<file path="config.mk">
export PLATFORM = sky130hd
export DESIGN_NAME = keypad_matrix_responder_flat
export DESIGN_NICKNAME = d
export VERILOG_FILES = /design/src/rtl/keypad_matrix_responder_if.sv /design/src/rtl/keypad_matrix_responder.sv /design/src/flat_wrapper.sv
export SDC_FILE = /design/constraint.sdc
export NUM_CORES = 1
export LEC_CHECK = 0
export BUFFER_PORTS_ARGS = -buffer_cell sky130_fd_sc_hd__buf_2
export CAP_MARGIN = 20
export CORE_MARGIN = 3
export CORE_UTILIZATION = 55
export CTS_CLUSTER_SIZE = 24
export DETAILED_ROUTE_END_ITERATION = 8
export GPL_TIMING_DRIVEN = 0
export PLACE_DENSITY = 0.75
export SYNTH_ARGS = -nofsm -noshare
export SYNTH_HDL_FRONTEND = slang
export SYNTH_SLANG_ARGS = --single-unit
</file>
<file path="constraint.sdc">
create_clock -name clk -period 2.78 [get_ports clk]
set_input_delay 0.139 -clock clk [delete_from_list [all_inputs] [get_ports clk]]
set_output_delay 0.139 -clock clk [all_outputs]
set_load 0.03 [all_outputs]
</file>
<file path="src/rtl/keypad_matrix_responder_if.sv">
// Keypad emulator bundle: scanner-facing matrix lines, press-command handshake
// and status. "slave" is the emulator side, "master" the scanner/test side.
interface keypad_matrix_responder_if;
  logic [3:0] col;
  logic [3:0] row;
  logic       cmd_valid;
  logic       cmd_ready;
  logic [3:0] cmd_key;
  logic [7:0] cmd_hold_ms;
  logic       cmd_bounce;
  logic       contact;
  logic       busy;
  logic       done;

  modport slave (
    input  col, cmd_valid, cmd_key, cmd_hold_ms, cmd_bounce,
    output row, cmd_ready, contact, busy, done
  );

  modport master (
    output col, cmd_valid, cmd_key, cmd_hold_ms, cmd_bounce,
    input  row, cmd_ready, contact, busy, done
  );
endinterface

</file>
<file path="src/rtl/keypad_matrix_responder.sv">
// Synthesizable 4x4 keypad "far end": plays queued key presses (optional contact
// bounce, ms-timed hold, release gap) and answers column strobes on the rows.
module keypad_matrix_responder #(
  parameter int TICK_DIV       = 100000,
  parameter int BOUNCE_HALF    = 500,
  parameter int BOUNCE_TOGGLES = 6,
  parameter int GAP_MS         = 2
) (
  input  logic                        clk,
  input  logic                        rst_n,
  keypad_matrix_responder_if.slave    kp
);

  localparam int PW = $clog2(TICK_DIV + 1);
  localparam int BW = $clog2(BOUNCE_HALF + 1);
  localparam int TW = $clog2(BOUNCE_TOGGLES + 1);
  localparam int GW = $clog2(GAP_MS + 1);

  localparam logic [PW-1:0] PRE_LAST = PW'(TICK_DIV - 1);
  localparam logic [BW-1:0] HALF_LAST = BW'(BOUNCE_HALF - 1);
  localparam logic [TW-1:0] TOG_LAST = TW'(BOUNCE_TOGGLES - 1);
  localparam logic [GW-1:0] GAP_LAST = GW'(GAP_MS - 1);

  typedef enum logic [2:0] {
    S_IDLE,
    S_BOUNCE_IN,
    S_HOLD,
    S_BOUNCE_OUT,
    S_GAP
  } state_e;

  state_e        st_q, st_d;
  logic [PW-1:0] pre_q, pre_d;
  logic [7:0]    ms_q, ms_d;
  logic [BW-1:0] bcnt_q, bcnt_d;
  logic [TW-1:0] tog_q, tog_d;
  logic [GW-1:0] gap_q, gap_d;
  logic [3:0]    key_q, key_d;
  logic          bnc_q, bnc_d;
  logic          contact_q, contact_d;
  logic [3:0]    row_q, row_d;
  logic          live_q;
  logic          done_w;
  logic          ready_w;
  logic          tick;
  logic          half;

  // cmd_ready must stay low while in reset even though the FSM rests in IDLE.
  assign ready_w = (st_q == S_IDLE) && live_q;
  assign tick    = (pre_q == PRE_LAST);
  assign half    = (bcnt_q == HALF_LAST);

  always_ff @(posedge clk or negedge rst_n) begin
    if (!rst_n) begin
      st_q      <= S_IDLE;
      pre_q     <= '0;
      ms_q      <= '0;
      bcnt_q    <= '0;
      tog_q     <= '0;
      gap_q     <= '0;
      key_q     <= '0;
      bnc_q     <= 1'b0;
      contact_q <= 1'b0;
      row_q     <= 4'hF;
      live_q    <= 1'b0;
    end else begin
      st_q      <= st_d;
      pre_q     <= pre_d;
      ms_q      <= ms_d;
      bcnt_q    <= bcnt_d;
      tog_q     <= tog_d;
      gap_q     <= gap_d;
      key_q     <= key_d;
      bnc_q     <= bnc_d;
      contact_q <= contact_d;
      row_q     <= row_d;
      live_q    <= 1'b1;
    end
  end

  always_comb begin
    st_d      = st_q;
    pre_d     = tick ? '0 : pre_q + 1'b1;
    ms_d      = ms_q;
    bcnt_d    = bcnt_q;
    tog_d     = tog_q;
    gap_d     = gap_q;
    key_d     = key_q;
    bnc_d     = bnc_q;
    contact_d = contact_q;
    done_w    = 1'b0;

    case (st_q)
      S_IDLE: begin
        contact_d = 1'b0;
        if (kp.cmd_valid && ready_w) begin
          key_d     = kp.cmd_key;
          ms_d      = (kp.cmd_hold_ms == 8'd0) ? 8'd1 : kp.cmd_hold_ms;
          bnc_d     = kp.cmd_bounce;
          bcnt_d    = '0;
          tog_d     = '0;
          contact_d = 1'b1;
          st_d      = kp.cmd_bounce ? S_BOUNCE_IN : S_HOLD;
        end
      end

      S_BOUNCE_IN: begin
        bcnt_d = bcnt_q + 1'b1;
        if (half) begin
          bcnt_d    = '0;
          tog_d     = tog_q + 1'b1;
          contact_d = ~contact_q;
          // The last toggle of an even burst lands closed, i.e. the settled press.
          if (tog_q == TOG_LAST) begin
            st_d      = S_HOLD;
            contact_d = 1'b1;
          end
        end
      end

      S_HOLD: begin
        contact_d = 1'b1;
        if (tick) begin
          if (ms_q <= 8'd1) begin
            ms_d      = '0;
            bcnt_d    = '0;
            tog_d     = '0;
            gap_d     = '0;
            contact_d = 1'b0;
            st_d      = bnc_q ? S_BOUNCE_OUT : S_GAP;
          end else begin
            ms_d = ms_q - 1'b1;
          end
        end
      end

      S_BOUNCE_OUT: begin
        bcnt_d = bcnt_q + 1'b1;
        if (half) begin
          bcnt_d    = '0;
          tog_d     = tog_q + 1'b1;
          contact_d = ~contact_q;
          if (tog_q == TOG_LAST) begin
            st_d      = S_GAP;
            gap_d     = '0;
            contact_d = 1'b0;
          end
        end
      end

      S_GAP: begin
        contact_d = 1'b0;
        if (tick) begin
          if (gap_q == GAP_LAST) begin
            done_w = 1'b1;
            gap_d  = '0;
            st_d   = S_IDLE;
          end else begin
            gap_d = gap_q + 1'b1;
          end
        end
      end

      default: begin
        st_d      = S_IDLE;
        contact_d = 1'b0;
      end
    endcase

    // Every phase times itself from a fresh ms boundary.
    if (st_d != st_q) pre_d = '0;
  end

  // Only the latched key's row can be pulled low, and only by its own column.
  always_comb begin
    row_d = 4'hF;
    for (int r = 0; r < 4; r++) begin
      row_d[r] = ~(contact_q && (key_q[3:2] == 2'(r)) && !kp.col[key_q[1:0]]);
    end
  end

  assign kp.row       = row_q;
  assign kp.cmd_ready = ready_w;
  assign kp.contact   = contact_q;
  assign kp.busy      = (st_q != S_IDLE);
  assign kp.done      = done_w;

endmodule

</file>
<file path="src/flat_wrapper.sv">
// flat-port wrapper written by rule: the top's interface ports become plain ports
module keypad_matrix_responder_flat 
#(
  parameter int TICK_DIV       = 100000,
  parameter int BOUNCE_HALF    = 500,
  parameter int BOUNCE_TOGGLES = 6,
  parameter int GAP_MS         = 2
)
  (clk, rst_n, kp_col, kp_cmd_valid, kp_cmd_key, kp_cmd_hold_ms, kp_cmd_bounce, kp_row, kp_cmd_ready, kp_contact, kp_busy, kp_done);
  keypad_matrix_responder_if kp_i ();
  input  logic clk;
  input  logic rst_n;
  input wire logic [$bits(kp_i.col)-1:0] kp_col;
  input wire logic [$bits(kp_i.cmd_valid)-1:0] kp_cmd_valid;
  input wire logic [$bits(kp_i.cmd_key)-1:0] kp_cmd_key;
  input wire logic [$bits(kp_i.cmd_hold_ms)-1:0] kp_cmd_hold_ms;
  input wire logic [$bits(kp_i.cmd_bounce)-1:0] kp_cmd_bounce;
  output wire logic [$bits(kp_i.row)-1:0] kp_row;
  output wire logic [$bits(kp_i.cmd_ready)-1:0] kp_cmd_ready;
  output wire logic [$bits(kp_i.contact)-1:0] kp_contact;
  output wire logic [$bits(kp_i.busy)-1:0] kp_busy;
  output wire logic [$bits(kp_i.done)-1:0] kp_done;
  assign kp_i.col = kp_col;
  assign kp_i.cmd_valid = kp_cmd_valid;
  assign kp_i.cmd_key = kp_cmd_key;
  assign kp_i.cmd_hold_ms = kp_cmd_hold_ms;
  assign kp_i.cmd_bounce = kp_cmd_bounce;
  assign kp_row = kp_i.row;
  assign kp_cmd_ready = kp_i.cmd_ready;
  assign kp_contact = kp_i.contact;
  assign kp_busy = kp_i.busy;
  assign kp_done = kp_i.done;
  keypad_matrix_responder #(.TICK_DIV(TICK_DIV), .BOUNCE_HALF(BOUNCE_HALF), .BOUNCE_TOGGLES(BOUNCE_TOGGLES), .GAP_MS(GAP_MS)) u_core (.clk(clk), .rst_n(rst_n), .kp(kp_i));
endmodule
</file>
Word level (Yosys, flattened, before mapping)
Cells that the tools add are included.
{ "classes": {"add_sub_neg": 5, "order_cmp": 2, "n_eq_ne": 20, "muxes": 49, "bitwise": 5, "reduce_logical": 25} }
{ "ops": {"columns": ["operator", "n"], "rows": [
  ["$mux W3", 14],
  ["$mux W9", 4],
  ["$mux W17", 2],
  ["$mux W8", 4],
  ["$pmux W9 S3", 1],
  ["$add A17 B1 Y17 const B", 1],
  ["$eq A17 B17 Y1 const B", 1],
  ["$pmux W8 S2", 1],
  ["$pmux W3 S5", 1],
  ["$mux W2", 7],
  ["$ne A2 B1 Y1 const B", 7],
  ["$mux W1", 11],
  ["$logic_and A1 B1 Y1", 10],
  ["$add A9 B1 Y9 const B", 1],
  ["$eq A9 B9 Y1 const B", 1],
  ["$pmux W3 S3", 1],
  ["$reduce_bool A3 Y1", 3],
  ["$le A8 B1 Y1 const B", 1],
  ["$logic_not A8 Y1", 1],
  ["$sub A8 B1 Y8 const B", 1],
  ["$eq A3 B2 Y1 const B", 2],
  ["$eq A3 B3 Y1 const B", 2],
  ["$pmux W2 S3", 1],
  ["$reduce_and A6 Y1", 1],
  ["20 further kinds", 27]
]} }
{ "word_totals": {"ff_bits": 53, "in_bits": 20, "elab_cells": 117} }

Logic depth before layout (Yosys ltp)
Gate-level depths: netlist (run 1).
{ "logic_depth": {"word_depth": 7, "ltp_mapped": 8, "depth_no_buf": 7} }

Worst setup path before layout (run 1)
No wires, ideal clock.
{ "synth_path": {"path_type": "reg2reg", "start": "register u_core.ms_q[0]", "end": "register u_core.pre_q[11]", "arrival_time_ps": 1895, "required_time_ps": 2712, "slack_ps": 817, "path_stages_with_launch": 8, "n_path_buf": 0, "period_less_slack_ps": 1963, "cell_sequence": "dfrtp_1 inv_1 ha_1 or2_1 and3_1 a31o_1 a222oi_1 and2_1"} }
{ "synth_between": {"elab_chain_len": 6} }
{ "synth_rtl": {"columns": ["element", "line", "rtl"], "rows": [
  ["start, declared", "keypad_matrix_responder.sv:34", "logic [7:0] ms_q, ms_d;"],
  ["start signal, assigned", "keypad_matrix_responder.sv:69", "ms_q <= ms_d;"],
  ["$le A8 B1 Y1", "keypad_matrix_responder.sv:124", "if (ms_q <= 8'd1) begin"],
  ["$mux W3", "keypad_matrix_responder.sv:124", null],
  ["$mux W3", "keypad_matrix_responder.sv:123", "if (tick) begin"],
  ["$pmux W3 S5", "keypad_matrix_responder.sv:93", "case (st_q)"],
  ["$ne A3 B3 Y1", "keypad_matrix_responder.sv:171", "if (st_d != st_q) pre_d = '0;"],
  ["$mux W17", "keypad_matrix_responder.sv:171", null],
  ["net u_core.pre_d[11]", "keypad_matrix_responder.sv:33", "logic [PW-1:0] pre_q, pre_d;"],
  ["end signal, assigned", "keypad_matrix_responder.sv:68", "pre_q <= pre_d;"],
  ["end, declared", "keypad_matrix_responder.sv:33", null]
]} }
The timed path passes the listed nets, and every way through them passes these cells.
A chain may end at the register's enable or synchronous reset.

Final worst setup path (run 1)
{ "layout_path": {"start": "register u_core.ms_q[0]", "end": "register u_core.pre_q[6]"} }
Same word-level chain as after synthesis.

==> impl_metrics.yaml, run 1 <==
route:
  route.detailed.drc: 0
  wl_per_cell_um: 14.4
  drtPass1Iterations: 4
  drt-total-wl_um: 5850
  drtAntennaViolNets: 0
  vias: 2348
  avgViaCountPerCell: 5.80
  drt_iter0_drc: 173
global_routing:
  grt_first_pass_wirelength_um: 10200
  antenna_found_initial: 0
  grt.total_usage_pct: 20.3
  grt_max_degree: 33
  gr-total-overflow: 0
  grt_pass1_vias: 2248
floorplan:
  die_y_um: 78.9
  start_util_pct: 59.5
  die_x_um: 78.9
  boundaryPins: 28
  core_area_um2: 4910
  core.rowCount: 25
  die-area_um2: 6220
final_layout:
  areaGrowthSynthToFinish_pct: 13.1
  antenna_cells: 0
  regArea_um2: 1330
  fillers: 432
  final_cells: 405
  multiInputGateArea_um2: 1500
  drive_gt1_share_pct: 18.3
  layout_commonest_cell: "dfrtp_1"
  layout_common_cells: "dfrtp_1, o21ai_0, buf_2, nand2_1, nor2_1"
  fin_nets: 363
power:
  ir_worst_vdd_mv: 0.197
  comb_power_share_pct: 3.2
  p_int_mw: 1.15
  leakage_nw: 1.36
  power_switching_mw: 0.280
  pwr-share-clk_pct: 42.7
  sequentialPowerShare_pct: 54.1
  swShare_pct: 19.6
  power.density_nw_per_um2: 433
synth:
  ys_seq_area_share_pct: 45.6
  yosys_register_bits: 53
  dominantRegCellSynth: "dfrtp_1"
  syn_area_um2: 2920
  synth.distinct_cells: 60
  synth_fp_nets: 327
  ys_warn_count: 0
  synth-edff-count: 0
  avgSynthCellArea_um2: 9.70
  synthArstFlopShare_pct: 100
  netlist_instances: 301
critical_path:
  endpoint_kind: "flip-flop"
  reg2reg_slack_ns: 0.25
  cp.required_ns: 3.03
  start_kind: "flip-flop"
  crit_fanout: 8
  reg2reg_from: "u_core.ms_q[0]$_DFFE_PN0P_"
  cp.arrival_ns: 2.79
  worst_r2r_endpoint: "u_core.pre_q[6]$_DFF_PN0_"
  reg2reg_depth: 7
  path_class: "flip-flop to flip-flop"
sta:
  worst_slack_ns: 0.246
  final_max_slew_viol_count: 0
  relSlewSlack_pct: 37.3
  finalCritPeriodShare_pct: 91.1
  period_needed_ns: 2.53
  worst_slew_pin_slew_ns: 0.941
  hold_viol: 0
  max_freq_ghz: 0.395
  rsz0062_at_grt: "false"
  finalSetupTns_ns: 0
  finalClockSkew_ns: 0.00745
  setup_viol: 0
min_path:
  worstHoldStart: "kp_cmd_key[0]"
  hold_class: "input pin to flip-flop"
  hold_end: "u_core.key_q[0]$_DFFE_PN0P_"
  min_path_cells: 2
clock_tree:
  cts_buffers: 5
  clkTransAtPathRegs_ns: 0.10
  clkLatencyLatePin_ns: 0.31
  clk_path_buf_depth: 2
  clock_sinks: 53
  htree_levels: 2
  cts_root_buffer: "clkbuf_8"
  tritoncts: "built"
placed_design:
  dp.cells: 396
  dp_hpwl_um: 4290
  place_ws_ns: 0.267
  gp_congestion: 0.852
  portBuffers: 27
run:
  maxCapViolCount: 0
run_status:
  outcome: "complete, no violations"
==> Yosys cell counts, drive strengths merged (3+ instances only) <==
cell type,count,area (µm²)
dfrtp,49,1230
o21ai,33,165
nand2,25,93.8
nor2,22,85.1
and2,15,93.8
inv,10,37.5
nand3,10,50.1
a21oi,9,45.0
nand4,9,62.6
nor3,8,40.0
xnor2,8,70.1
xor2,8,70.1
and3,7,43.8
buf,7,46.3
ha,6,75.1
nor4,6,43.8
nand2b,5,31.3
o31ai,5,37.5
and4,4,37.5
dfstp,4,105
mux2,4,45.0
mux2i,3,30.0
nor2b,3,26.3
nor4bb,3,36.3
o2bb2ai,3,26.3
==> metrics by stage <==
step / hold WS [ns] / utilization, % / instance area (µm²) / power (mW)
floorplan: -0.157 / - / 2920 / 0.799
detailed placement: 0.142 / 64.3 / 3160 / 0.834
finish: 0.0563 / 67.3 / 3300 / 1.43
CTS: 0.0514 / 67.3 / 3300 / 1.45
global placement: 0.372 / 63.9 / 3140 / 0.830
global route: 0.0560 / 67.3 / 3300 / 1.48
==> power groups by stage <==
stage | Combinational, mW | Sequential [mW] | Clock [mW]
floorplan | 0.00853 | 0.790 | 0
global placement | 0.0417 | 0.788 | 0
detailed placement | 0.0459 | 0.788 | 0
CTS | 0.0470 | 0.773 | 0.625
global route | 0.0519 | 0.774 | 0.652
finish | 0.0457 | 0.773 | 0.610
==> registers in the layout (all words and copies together) (netlist names) <==
| name | count |
|---|---|
| u_core.live_q | 1 |
| u_core.gap_q | 2 |
| u_core.bnc_q | 1 |
| u_core.kp.contact | 1 |
| u_core.key_q | 4 |
| u_core.st_q | 3 |
| u_core.bcnt_q | 9 |
| u_core.kp.row | 4 |
| u_core.pre_q | 17 |
| u_core.tog_q | 3 |
| u_core.ms_q | 8 |
==> cell families (layout without fill, tap and decap cells) <==
kind of cell | after synthesis | after routing | share of synthesized area [%]
and+or+nand+nor | 124 | 124 | 24.0
AOI/OAI and AO/OA | 74 | 74 | 16.4
DFF | 53 | 53 | 45.6
buffers and inverters | 19 | 56 | 3.13
xor gates and xnor gates | 16 | 16 | 4.80
muxes | 8 | 8 | 3.34
adders and majority gates | 6 | 6 | 2.57
other | 1 | 1 | 0.128
==> area by class of cell <==
cell class              count  share of cell area [%]
clock buffers               5                    2.08
repair buffers             29                    5.00
flip-flops and latches     53                    40.3
well taps                  67                    2.54
clock inverters             3                    1.97
inverters                  10                    1.14
plain buffers               9                    1.63
multi-input cells         229                    45.3
==> worst max path at each step <==
| stage | startpoint | end | slack (ns) | cells after the start |
|---|---|---|---|---|
| 6_report | u_core.ms_q[0]$_DFFE_PN0P_ | u_core.pre_q[6]$_DFF_PN0_ | 0.25 | 7 |
| 5_1_grt | u_core.ms_q[0]$_DFFE_PN0P_ | u_core.pre_q[14]$_DFF_PN0_ | 0.05 | 7 |
| 4_1_cts | u_core.ms_q[0]$_DFFE_PN0P_ | u_core.pre_q[6]$_DFF_PN0_ | 0.24 | 7 |
| 3_5_place_dp | u_core.ms_q[0]$_DFFE_PN0P_ | u_core.pre_q[8]$_DFF_PN0_ | 0.27 | 7 |
| 3_3_place_gp | u_core.ms_q[0]$_DFFE_PN0P_ | u_core.pre_q[14]$_DFF_PN0_ | 0.38 | 7 |
| 2_1_floorplan | u_core.ms_q[0]$_DFFE_PN0P_ | u_core.pre_q[11]$_DFF_PN0_ | 0.82 | 7 |
==> critical path: stages, from the launching register on <==
cell,delay (ns)
dfrtp_1,0.44
inv_1,0.09
ha_1,0.23
or2_1,0.30
nand4_1,0.14
o21ai_0,0.16
a222oi_1,0.88
and2_1,0.24
==> what timing repair did <==
action / in CTS / in global routing
hold buffers: 1 / 0
gates resized for setup: 0 / 0
setup buffers: 0 / 0
hold endpoints to repair: 17 / 0
==> metal layers <==
layer  vias to the layer above  track usage [%]  part of all wire [%]
li1                       1169                -                     -
met3                         7             3.74                   5.2
met1                      1113             26.9                    45
met5                         -                0                     0
met2                        59             33.8                    48
met4                         0             6.70                   1.3
Power figures use the tool's default switching activity.
==> run 2, diff against run 1 <==
Settings changed: ABC_AREA set to 1, MAX_ROUTING_LAYER set to met4.
==> impl_metrics.yaml, run 2 <==
run_status:
  outcome: "complete, no violations"
placed_design:
  portBuffers: 27
  dp_hpwl_um: 4710
  dp.cells: 492
  place_ws_ns: 0.486
  gp_congestion: 0.862
floorplan:
  die-area_um2: 6580
  boundaryPins: 28
  core_area_um2: 5270
  core.rowCount: 26
  start_util_pct: 58.9
  die_x_um: 81.1
  die_y_um: 81.1
sta:
  worst_slack_ns: 0.470
  period_needed_ns: 2.31
  finalCritPeriodShare_pct: 83.1
  finalClockSkew_ns: 0.00509
  rsz0062_at_grt: "false"
  finalSetupTns_ns: 0
  relSlewSlack_pct: 62.2
  worst_slew_pin_slew_ns: 0.567
  hold_viol: 0
  max_freq_ghz: 0.433
  final_max_slew_viol_count: 0
  setup_viol: 0
global_routing:
  grt_max_degree: 31
  grt.total_usage_pct: 21.7
  grt_pass1_vias: 2562
  gr-total-overflow: 0
  grt_first_pass_wirelength_um: 11100
  antenna_found_initial: 0
synth:
  synth_top_area_share_pct: 39.5
  avgSynthCellArea_um2: 7.87
  synth_commonest_cells: "nand2_1, inv_1, dfrtp_1"
  synth-edff-count: 0
  netlist_top_cells_area: "dfrtp_1, nand2_1, inv_1, nor2_1, nand3_1"
  synth.distinct_cells: 37
  synth_fp_nets: 420
  ys_seq_area_share_pct: 42.9
  syn_area_um2: 3100
  synthArstFlopShare_pct: 100
  netlist_instances: 394
  ys_warn_count: 0
  synth.most_common_cell: "nand2_1"
  synth_area_leader_cell: "dfrtp_1"
  dominantRegCellSynth: "dfrtp_1"
  yosys_register_bits: 53
critical_path:
  cp.required_ns: 2.98
  critPathMaxStageDelay_ns: 0.40
  start_kind: "flip-flop"
  cp.buffers_inverters: 2
  cp-startpoint: "u_core.ms_q[0]$_DFFE_PN0P_"
  critical-path-slowest-cell: "dfrtp_1"
  crit_fanout: 10
  endpoint_kind: "flip-flop"
  crit_chain: "inv_1 -> ha_1 -> nor2_1 -> nor2_1 -> nand2_1 -> nand2_1 -> nand2_1 -> nor2_1 -> nand3_2 -> nand2_4 -> buf_6 -> nor3_2"
  path_class: "flip-flop to flip-flop"
  cp.arrival_ns: 2.51
  reg2reg_from: "u_core.ms_q[0]$_DFFE_PN0P_"
  cpLargestDelayFamily: "simple AND/OR/NAND/NOR gates"
clock_tree:
  cts_buffers: 5
  cts_root_buffer: "clkbuf_8"
  clkLatencyLatePin_ns: 0.31
  clk_path_buf_depth: 2
  htree_levels: 2
  clkTransAtPathRegs_ns: 0.10
  clock_sinks: 53
  tritoncts: "built"
final_layout:
  largest_reg_flops: 17
  drive_gt1_share_pct: 17.2
  layout_common_cells: "nand2_1, inv_1, dfrtp_1, nor2_1, buf_2"
  final_cells: 501
  top_regs: "u_core.pre_q: 17 flops, u_core.bcnt_q: 9 flops, u_core.ms_q: 8 flops"
  fin_nets: 456
  areaGrowthSynthToFinish_pct: 11.7
  regMostFlops: "u_core.pre_q"
  antenna_cells: 0
  layout_commonest_cell: "nand2_1"
route:
  vias: 2617
  drtAntennaViolNets: 0
  drt_iter0_drc: 114
  wl_per_cell_um: 12.5
  drt-total-wl_um: 6260
  drtPass1Iterations: 4
  avgViaCountPerCell: 5.22
  route.detailed.drc: 0
power:
  ir_worst_vdd_mv: 0.262
  leakage_nw: 1.64
  power.density_nw_per_um2: 388
min_path:
  worstHoldStart: "kp_cmd_key[0]"
  hold_class: "input pin to flip-flop"
run:
  maxCapViolCount: 0
-- run 2: changes by cell type after synthesis, sizes merged, moves of 5 or more --
cell,change
and3,-7
nor2,+21
nor3,+14
nand3,+17
a21oi,+7
nand2,+62
and2,-15
nand2b,-5
inv,+46
nand4,+6
o21ai,-7
-- run 2: worst min-delay path, stage by stage --
cell	delay [ns]
buf_2	0.07
nand2_1	0.04
o21ai_0	0.06
-- run 2: layout make-up --
type                    count  area [µm²]
repair buffers             29         165
clock buffers               6        72.6
inverters                  56         210
multi-input cells         280        1510
plain buffers               5        50.0
flip-flops and latches     53        1330
clock inverters             2        38.8
fillers                   480        1800
well taps                  70        87.6
-- run 2: cell families after synthesis --
| logic type | share of synthesized area (%) |
|---|---|
| XOR/XNOR | 3.11 |
| AO/OA/AOI/OAI | 11.3 |
| adder cells (fa/ha/maj) | 2.42 |
| flip-flops | 42.9 |
| AND/OR/NAND/NOR | 31.8 |
| buffers and inverters | 8.39 |
| other | 0.121 |
-- run 2: final timing paths --
path	endpoint	slack (ns)	cells after the start
min reg2reg	u_core.kp.row[3]$_DFF_PN1_	0.47	1
max reg2reg	u_core.pre_q[6]$_DFF_PN0_	0.47	12
min	u_core.key_q[0]$_DFFE_PN0P_	0.04	3
max in group asynchronous	u_core.bcnt_q[7]$_DFFE_PN0P_	1.89	3
min in group asynchronous	u_core.ms_q[1]$_DFFE_PN0P_	0.34	2
max	u_core.pre_q[6]$_DFF_PN0_	0.47	12
-- run 2: repair_timing --
action | in CTS | in global routing
setup buffers | 0 | 0
hold buffers | 1 | 0
endpoints found under the setup margin | 0 | 0
resized for setup | 0 | 0
hold endpoints to repair | 19 | 0
-- run 2: through the flow --
| step | total power, mW | utilization (%) | hold slack (ns) | instance area [µm²] |
|---|---|---|---|---|
| floorplan | 0.797 | - | -0.157 | 3100 |
| global placement | 0.828 | 63.1 | 0.345 | 3320 |
| detailed placement | 0.832 | 63.5 | 0.159 | 3340 |
| CTS | 1.36 | 65.8 | 0.0328 | 3470 |
| global route | 1.38 | 65.8 | 0.0492 | 3470 |
| finish | 1.35 | 65.8 | 0.0391 | 3470 |
-- run 2: power breakdown --
part	switching, mW	leakage [nW]	total [mW]	internal (mW)
Sequential	0.000537	0.611	0.773	0.773
Combinational	0.0264	0.975	0.0437	0.0173
Clock	0.258	0.0554	0.528	0.271
Total	0.285	1.64	1.35	1.06
-- run 2: routing by layer --
metal  GRT usage (%)  vias up  part of all wire, %
met5               -        -                    0
met4            5.57        0                 0.96
met3            3.55        7                  3.5
met2            37.4       41                   47
met1            26.5     1196                   48
li1                -     1373                    -
==> run 3, diff against run 2 <==
Clock period 2.78 ns to 2.3 ns, I/O delays scaled along.
==> impl_metrics.yaml, run 3 (same netlist as run 2, synthesis figures left out) <==
final_layout:
  layout_commonest_cell: "nand2_1"
  drive_gt1_share_pct: 18.4
  fin_area_um2: 3500
  areaGrowthSynthToFinish_pct: 12.9
  regArea_um2: 1330
  layout_common_cells: "nand2_1, inv_1, dfrtp_1, nor2_1, buf_2"
  regMostFlops: "u_core.pre_q"
  top_regs: "u_core.pre_q: 17 flops, u_core.bcnt_q: 9 flops, u_core.ms_q: 8 flops"
  multiInputGateArea_um2: 1520
  fin_nets: 459
  fin_util_pct: 66.4
  largest_reg_flops: 17
  fillers: 476
  antenna_cells: 0
placed_design:
  place_ws_ns: 0.00559
  placed_area_um2: 3340
  dp_hpwl_um: 4710
  gp_congestion: 0.862
  portBuffers: 27
critical_path:
  crit_chain: "inv_1 -> ha_2 -> nor2_1 -> nor2_1 -> nand2_1 -> nand2_4 -> nand2_1 -> nor2_1 -> nand2_2 -> nor2_1 -> inv_1 -> nand2_1 -> o21ai_1"
  crit_top_cell: "nor2_1"
  cp.arrival_ns: 2.30
  crit_fanout: 8
  critPathMaxStageDelay_ns: 0.40
  start_kind: "flip-flop"
  path_class: "flip-flop to flip-flop"
  critical-path-slowest-cell: "dfrtp_1"
  endpoint_kind: "flip-flop"
  cp.required_ns: 2.50
sta:
  finalClockSkew_ns: 0.00562
  worst_slew_pin_slew_ns: 0.554
  relSlewSlack_pct: 63.1
  timing.hold.ws_ns: 0.0162
  worst_slack_ns: 0.202
  rsz0062_at_grt: "false"
  setup_viol: 0
  hold_viol: 0
  max_freq_ghz: 0.477
  finalSetupTns_ns: 0
  final_max_slew_viol_count: 0
  finalCritPeriodShare_pct: 91.2
  period_needed_ns: 2.10
floorplan:
  core.rowCount: 26
  start_util_pct: 58.9
  die_x_um: 81.1
  core_area_um2: 5270
  die_y_um: 81.1
  boundaryPins: 28
  die-area_um2: 6580
route:
  route.detailed.drc: 0
  drtPass1Iterations: 4
  avgViaCountPerCell: 5.28
  drtAntennaViolNets: 0
  vias: 2659
  drt-total-wl_um: 6270
  drt_iter0_drc: 132
  wl_per_cell_um: 12.4
global_routing:
  grt_pass1_vias: 2562
  gr-total-overflow: 0
  grt.total_usage_pct: 21.7
  grt_max_degree: 31
  grt_first_pass_wirelength_um: 11100
  antenna_found_initial: 0
power:
  power_switching_mw: 0.344
  swShare_pct: 21.1
  ir_worst_vdd_mv: 0.320
  power.density_nw_per_um2: 464
  p_int_mw: 1.28
  comb_power_share_pct: 3.2
  sequentialPowerShare_pct: 57.5
  leakage_nw: 1.66
  pwr-share-clk_pct: 39.3
clock_tree:
  clkLatencyLatePin_ns: 0.31
  cts_root_buffer: "clkbuf_8"
  clk_path_buf_depth: 2
  cts_buffers: 5
  htree_levels: 2
  clkTransAtPathRegs_ns: 0.09
  clock_sinks: 53
  tritoncts: "built"
run:
  maxCapViolCount: 0
min_path:
  hold_class: "input pin to flip-flop"
run_status:
  outcome: "complete, no violations"
==> run 3: cell types whose count changed in the layout (fill, tap and decap cells not counted), sizes merged <==
cell	change
buf	+3
==> run 3: path summary, 6_finish.rpt <==
| kind | start | endpoint | slack, ns | cells past startpoint |
|---|---|---|---|---|
| worst max-delay path | u_core.ms_q[0]$_DFFE_PN0P_ | u_core.tog_q[0]$_DFFE_PN0P_ | 0.20 | 13 |
| worst min-delay path | kp_cmd_key[0] | u_core.key_q[0]$_DFFE_PN0P_ | 0.02 | 3 |
| worst max register to register | u_core.ms_q[0]$_DFFE_PN0P_ | u_core.tog_q[0]$_DFFE_PN0P_ | 0.20 | 13 |
| worst min register to register | u_core.key_q[2]$_DFFE_PN0P_ | u_core.kp.row[3]$_DFF_PN1_ | 0.47 | 1 |
| max in group asynchronous | rst_n | u_core.ms_q[7]$_DFFE_PN0P_ | 1.43 | 3 |
| min in group asynchronous | rst_n | u_core.ms_q[1]$_DFFE_PN0P_ | 0.32 | 2 |
==> run 3: critical path: cells and delay by family, from the launching register on <==
family,cells,cell delay (ns)
AOI/OAI and AO/OA,1,0.06
adders and majority gates,1,0.24
buffers and inverters,2,0.23
DFF,1,0.40
and+or+nand+nor,9,1.06
==> run 3: cell type report <==
class / count / share of cell area [%]
flip-flops and latches: 53 / 38.0
repair buffers: 32 / 5.36
inverters: 56 / 6.00
plain buffers: 5 / 1.43
clock inverters: 2 / 1.11
well taps: 70 / 2.50
multi-input cells: 280 / 43.5
clock buffers: 6 / 2.07
==> run 3: repair_timing <==
item | in CTS | in global routing
hold endpoints to repair | 19 | 0
endpoints found under the setup margin | 6 | 17
pin swaps | 0 | 1
setup buffers | 0 | 3
hold buffers | 1 | 0
gates resized for setup | 1 | 3
==> run 3: per-stage QoR <==
step | cells | power (mW)
after floorplan | 394 | 0.964
after global placement | 491 | 1.00
after detailed placement | 492 | 1.01
after CTS | 501 | 1.64
after global routing | 504 | 1.67
final | 504 | 1.63
==> run 3: power by group through the flow <==
stage               logic [mW]  registers, mW  clock network [mW]
CTS                     0.0543          0.935               0.656
detailed placement      0.0531          0.953                   0
global route            0.0596          0.935               0.678
floorplan              0.00890          0.955                   0
finish                  0.0525          0.934               0.639
global placement        0.0478          0.953                   0
==> run 3: layer usage <==
layer / vias to the layer above / GRT usage (%) / part of all wire (%)
met5: - / - / 0
met4: 0 / 5.57 / 0.91
li1: 1381 / - / -
met2: 47 / 37.4 / 48
met3: 7 / 3.55 / 4.2
met1: 1224 / 26.5 / 47
